===== config.mk =====
export PLATFORM = sky130hd
export DESIGN_NAME = data_memory_ctrl
export DESIGN_NICKNAME = d
export VERILOG_FILES = /design/src/rtl/data_memory_ctrl.sv
export SDC_FILE = /design/constraint.sdc
export NUM_CORES = 2
export LEC_CHECK = 0
export BUFFER_PORTS_ARGS = -buffer_cell sky130_fd_sc_hd__buf_2
export CAP_MARGIN = 10
export CORE_MARGIN = 10
export CORE_UTILIZATION = 35
export CTS_CLUSTER_SIZE = 24
export DETAILED_ROUTE_END_ITERATION = 6
export HOLD_SLACK_MARGIN = 0.05
export PLACE_DENSITY = 0.55
export SYNTH_ARGS = -nofsm -noshare
export SYNTH_HDL_FRONTEND = slang
export SYNTH_SLANG_ARGS = --single-unit

===== constraint.sdc =====
create_clock -name clk_i -period 6.9 [get_ports clk_i]
set_clock_uncertainty 0.2 [all_clocks]
set_input_delay 0.69 -clock clk_i [delete_from_list [all_inputs] [get_ports clk_i]]
set_output_delay 0.69 -clock clk_i [all_outputs]
set_load 0.02 [all_outputs]

===== src/rtl/data_memory_ctrl.sv =====
// data_memory_ctrl: word-addressed data memory behind a fixed-latency
// handshake. Each load/store holds the pipeline for LATENCY+1 cycles
// (IDLE request cycle plus LATENCY WAIT cycles). The access happens on the
// WAIT edge where the counter reaches zero, and the pipeline releases in DONE.
//
// Optional feature: define DMEM_RANGE_CHECK_EN to flag byte addresses whose
// upper bits fall outside the array. In that case the access is suppressed
// and a sticky err_o is raised. Without it, upper bits alias and err_o is 0.
module data_memory_ctrl #(
  parameter int LATENCY = 2,   // 1..15
  parameter int ADDR_W  = 6    // word-address width
) (
  input  logic        clk_i,
  input  logic        rst_i,
  input  logic        MemRead_i,
  input  logic        MemWrite_i,
  input  logic [31:0] addr_i,
  input  logic [31:0] wdata_i,
  output logic [31:0] rdata_o,
  output logic        stall_o,
  output logic        err_o
);

  localparam int DEPTH = 1 << ADDR_W;

  typedef enum logic [1:0] {IDLE, WAIT, DONE} state_t;

  state_t              state_reg, state_next;
  logic [3:0]          cnt_reg, cnt_next;
  logic                op_wr_reg, op_rd_reg;
  logic [31:0]         rdata_reg;
  logic [31:0]         mem [0:DEPTH-1];

  logic                req;
  logic                access;
  logic                range_ok;
  logic                do_write;
  logic                do_read;
  logic [ADDR_W-1:0]   index;
  logic                unused_addr_bits;

  assign req   = MemRead_i | MemWrite_i;
  assign index = addr_i[ADDR_W+1:2];
  // Byte-lane bits are never used, and the upper bits are only used with range checking.
  assign unused_addr_bits = ^{addr_i[31:ADDR_W+2], addr_i[1:0]};

`ifdef DMEM_RANGE_CHECK_EN
  logic err_reg;
  assign range_ok = (addr_i[31:ADDR_W+2] == '0);
  assign err_o    = err_reg;
`else
  assign range_ok = 1'b1;
  assign err_o    = 1'b0;
`endif

  // The access edge is the last WAIT edge. Reset kills it even on a coincident edge.
  assign access   = (state_reg == WAIT) && (cnt_reg == 4'd0) && !rst_i;
  // A combined read+write request acts as a write only.
  assign do_write = access && op_wr_reg && range_ok;
  assign do_read  = access && op_rd_reg && !op_wr_reg && range_ok;

  // Next-state and counter logic for the IDLE -> WAIT -> DONE sequence.
  always_comb begin
    state_next = state_reg;
    cnt_next   = cnt_reg;
    case (state_reg)
      IDLE: begin
        if (req) begin
          state_next = WAIT;
          cnt_next   = 4'(LATENCY - 1);
        end
      end
      WAIT: begin
        if (cnt_reg == 4'd0) state_next = DONE;
        else                 cnt_next   = cnt_reg - 4'd1;
      end
      DONE:    state_next = IDLE;
      default: state_next = IDLE;
    endcase
  end

  // Freeze the pipeline while a request is pending. The pipeline is released in DONE and during reset.
  always_comb begin
    stall_o = 1'b0;
    if (!rst_i)
      stall_o = ((state_reg == IDLE) && req) || (state_reg == WAIT);
  end

  // Control registers and load data. The operation kind is latched at acceptance,
  // so a request dropped during WAIT still completes.
  always_ff @(posedge clk_i or posedge rst_i) begin
    if (rst_i) begin
      state_reg <= IDLE;
      cnt_reg   <= 4'd0;
      op_wr_reg <= 1'b0;
      op_rd_reg <= 1'b0;
      rdata_reg <= 32'd0;
    end else begin
      state_reg <= state_next;
      cnt_reg   <= cnt_next;
      if (state_reg == IDLE && req) begin
        op_wr_reg <= MemWrite_i;
        op_rd_reg <= MemRead_i;
      end
      if (do_read)
        rdata_reg <= mem[index];
    end
  end

  assign rdata_o = rdata_reg;

`ifdef DMEM_RANGE_CHECK_EN
  // Sticky out-of-range flag. Only reset clears it.
  always_ff @(posedge clk_i or posedge rst_i) begin
    if (rst_i)                   err_reg <= 1'b0;
    else if (access && !range_ok) err_reg <= 1'b1;
  end
`endif

  // Memory array write port. It has no reset, so its contents survive rst_i.
  always_ff @(posedge clk_i) begin
    if (do_write)
      mem[index] <= wdata_i;
  end

endmodule


==> results.md <==
* Status: finished, final reports clean
* Synth unique cells at 71
* Pwr dens at ~300 nW/µm²
* Largest net degree at the start of global routing at 101
* Die X at around 500 µm
* Slew at the pin with the worst max-slew slack at about 1300 ps
* Seq pwr share at 51.4%
* DIE AREA at 248,000 µm²
* Fin. Hold Viols at 0
* Critical Path Max Stage Delay at roughly 1100 ps
* FP Rows at approximately 180
* NetSw at between 6000 and 7000 µW
* Grt total ovfl at 0
* Sw frac at between 20% and 30%
* Clock tree root buffer cell: clkbuf_16
* Initial antenna violation count at 35
* Yosys reg bits at about 2,100
* Total Routed Length at 266 mm
* Setup bufs post-CTS at 0
* Avg Cell Area, Syn at 18.9 µm²
* Wire length on met3 at 26.6 mm
* Area growth syn-to-layout at 15.6%
* WHS Endpoint: mem[10][13]
* Boundary pin count at between 100 and 150
* First-pass GRT wire length at about 370 mm
* Final worst-path cycle share at 67.2%
* Fmax at between 0.2 and 0.25 GHz
* Commonest cells after routing, fill and taps aside: edfxtp_1 (2,048), mux2i_1 (228), clkbuf_16 (216), a221oi_1 (189), buf_4 (178)
* Comb power frac at 6.8%
* Setup TNS at 0 ps
* DRT met1 WL at between 100 and 150 mm
* Layout cells sized above 1 at roughly 22%
* Nets at around 4,500
* Fin Hold WS at around 67 ps
* Buffers on Ports at 74
* Final min period at 4640 ps
* Internal power at between 20,000 and 25,000 µW
* Syn Nets at around 4,300
* GPL Wtd Cong at around 0.8
* CTS tree: yes
* Final setup viols at 0
* Synth Flop Type: edfxtp_1
* H-Tree Depth at 4
* Max Cap Viol at 0
* Crit-path cells: inv_1 > ha_1 > or3b_4 > nor2_1 > and3_1 > nand2_1 > nor2_4 > buf_4
* IR drop worst, VDD at 0.000250 V
* R2r startpoint: cnt_reg[0]
* Hold Crit Start: wdata_i[13]
* CP endpoint kind: register
* Req. time, crit path at roughly 7200 ps
* Hold/Removal Path Class: in -> reg
* Antenna Nets Post-Route at 0
* Sinks on Clock Net at roughly 2,100
* Commonest non-fill, non-tap cell in the layout: edfxtp_1
* Async SR Flop Fraction at between 1.5 and 2%
* Mapped Cells at 4,230
* Worst skew pair latency at around 870 ps
* Number of global-route vias before repair at 43,300
* Drt first-iter violations at between 6,000 and 7,000
* Core Box Area at 227,000 µm²
* Num CTS Buffers at roughly 210
* Post-synth EDFFs at 2,048
* Clock Path Buffers at 3
* CP arrival at approximately 5000 ps
* Largest register FFs at around 2,000
* Worst Reg2Reg Path Length in Cells at 8
* Critical path launch point type: register
* DRC Markers at 0
* Initial Util at about a third
* Vias at around 45,000
* Setup CP Type: reg -> reg
* Reg2Reg Setup Slack at approximately 2300 ps
* Min-Delay Path Depth at 1
* Crit path max-delay cell type: nor2_4
* WL per Instance at 34.8 µm
* Static Leak at just under 0.03 µW
* Crit-path max FO at 21
* DR vias/cell at approximately 5.9
* Clock network power share at 41.8%
* Gr usage total at about a fifth
* Synthesized cell area at between 80,000 and 90,000 µm²
* Seq/Total Area, Yosys at approximately four fifths
* Yosys warnings at 0
* Die height at ~500 µm
* Final HPWL DP at approximately 150 mm
* Worst flop-to-flop path endpoint: mem[58][2]
* Slew Viols, Final at 0
* DRT Pass-1 Iters at 6
* Highest routed layer: met5
* Wire length on met2 at approximately 120 mm
* Clk slew on worst S/H paths at 60 ps
* Rel. slew slack at roughly 14%
* RSZ-0062 raised after global routing: no
[through the flow]
stage / instance area, µm² / std cells / util, % / total power, µW / setup slack [ps]
floorplan: 80100 / 4230 / - / 15300 / 2640
global placement: 85400 / 7235 / 37.5 / 16400 / 2250
detailed placement: 85400 / 7235 / 37.5 / 16400 / 2300
CTS: 92400 / 7636 / 40.6 / 27900 / 2290
global route: 92600 / 7646 / 40.7 / 28500 / 2170
finish: 92600 / 7655 / 40.7 / 27800 / 2260
[power groups by stage]
stage               logic [µW]  registers (µW)  clock network, µW
floorplan                  821           14500                  0
global placement          1830           14500                  0
detailed placement        1860           14500                  0
CTS                       1860           14300              11700
global route              1970           14300              12200
finish                    1880           14300              11600
[kinds of logic after synthesis]
group	synth area share [%]
DFF	78.0
AOI/OAI and AO/OA	8.35
muxes	9.72
and+or+nand+nor	2.04
buffers and inverters	1.82
adders and majority gates	0.0312
xor gates and xnor gates	0.0219
other	0.00468
[how the worst max path moves through the flow]
stage                    start           to  slack [ps]  depth (start not counted)
floorplan                rst_i   mem[14][0]        2640                          5
global placement     addr_i[4]  mem[22][14]        2250                          7
detailed placement   addr_i[4]  mem[46][26]        2300                          7
CTS                 cnt_reg[0]   mem[58][2]        2290                          8
global route        cnt_reg[0]   mem[58][2]        2170                          8
finish              cnt_reg[0]   mem[58][2]        2260                          8
[synth_stat cells (6+ instances only)]
cell       number  area, µm²
edfxtp_1     2048      61500
mux2i_1       228       2280
a221oi_1      189       1660
nor2_1        183        687
a22oi_1       175       1310
mux2_2        171       1930
mux4_2        159       3580
a21oi_1       117        586
buf_2         114        571
o21ai_0       111        556
clkbuf_1       98        368
nand2_1        97        364
o22ai_1        96        601
buf_4          42        315
a221o_1        41        410
dfrtp_1        40       1000
a22o_1         28        245
a31oi_1        24        150
buf_1          22       82.6
nand3_1        21        105
o32a_1         18        180
o2bb2ai_1      15        131
a211oi_1       14        105
and3_1         13       81.3
nor3_1         11       55.1
o221ai_1       11       96.3
a32oi_1        10       87.6
o211ai_1       10       75.1
buf_6           9        101
nand2b_1        9       56.3
a222oi_1        7       70.1
nor2b_1         7       43.8
o2111ai_1       7       61.3
o22a_1          7       61.3
a41oi_1         6       52.6
nand4_1         6       37.5
[critical path: cells and delay by family (launching register included)]
kind                       cells  cell delay [ps]
buffers and inverters          2              510
adders and majority gates      1              140
DFF                            1              400
and+or+nand+nor                5             3030
[layer usage]
layer,up-vias,GRT usage [%]
li1,18100,-
met1,24100,29.5
met2,2633,32.1
met3,469,4.10
met4,8,6.34
met5,-,0
[cell type report]
cell class	instances	area (µm²)
antenna	10	25.0
clock buffer	282	5830
tap	3009	3760
multi-input combinational	1851	16800
clock inverter	116	1180
sequential	2088	62500
timing repair buffer	293	2530
fill	20000	135000
inverter	6	32.5
[what timing repair did]
action | 4_1_cts | 5_1_grt
hold buffers | 3 | 1
hold endpoints to repair | 44 | 12
resized for setup | 0 | 0
Note: power is estimated with default switching activity, not from simulation.
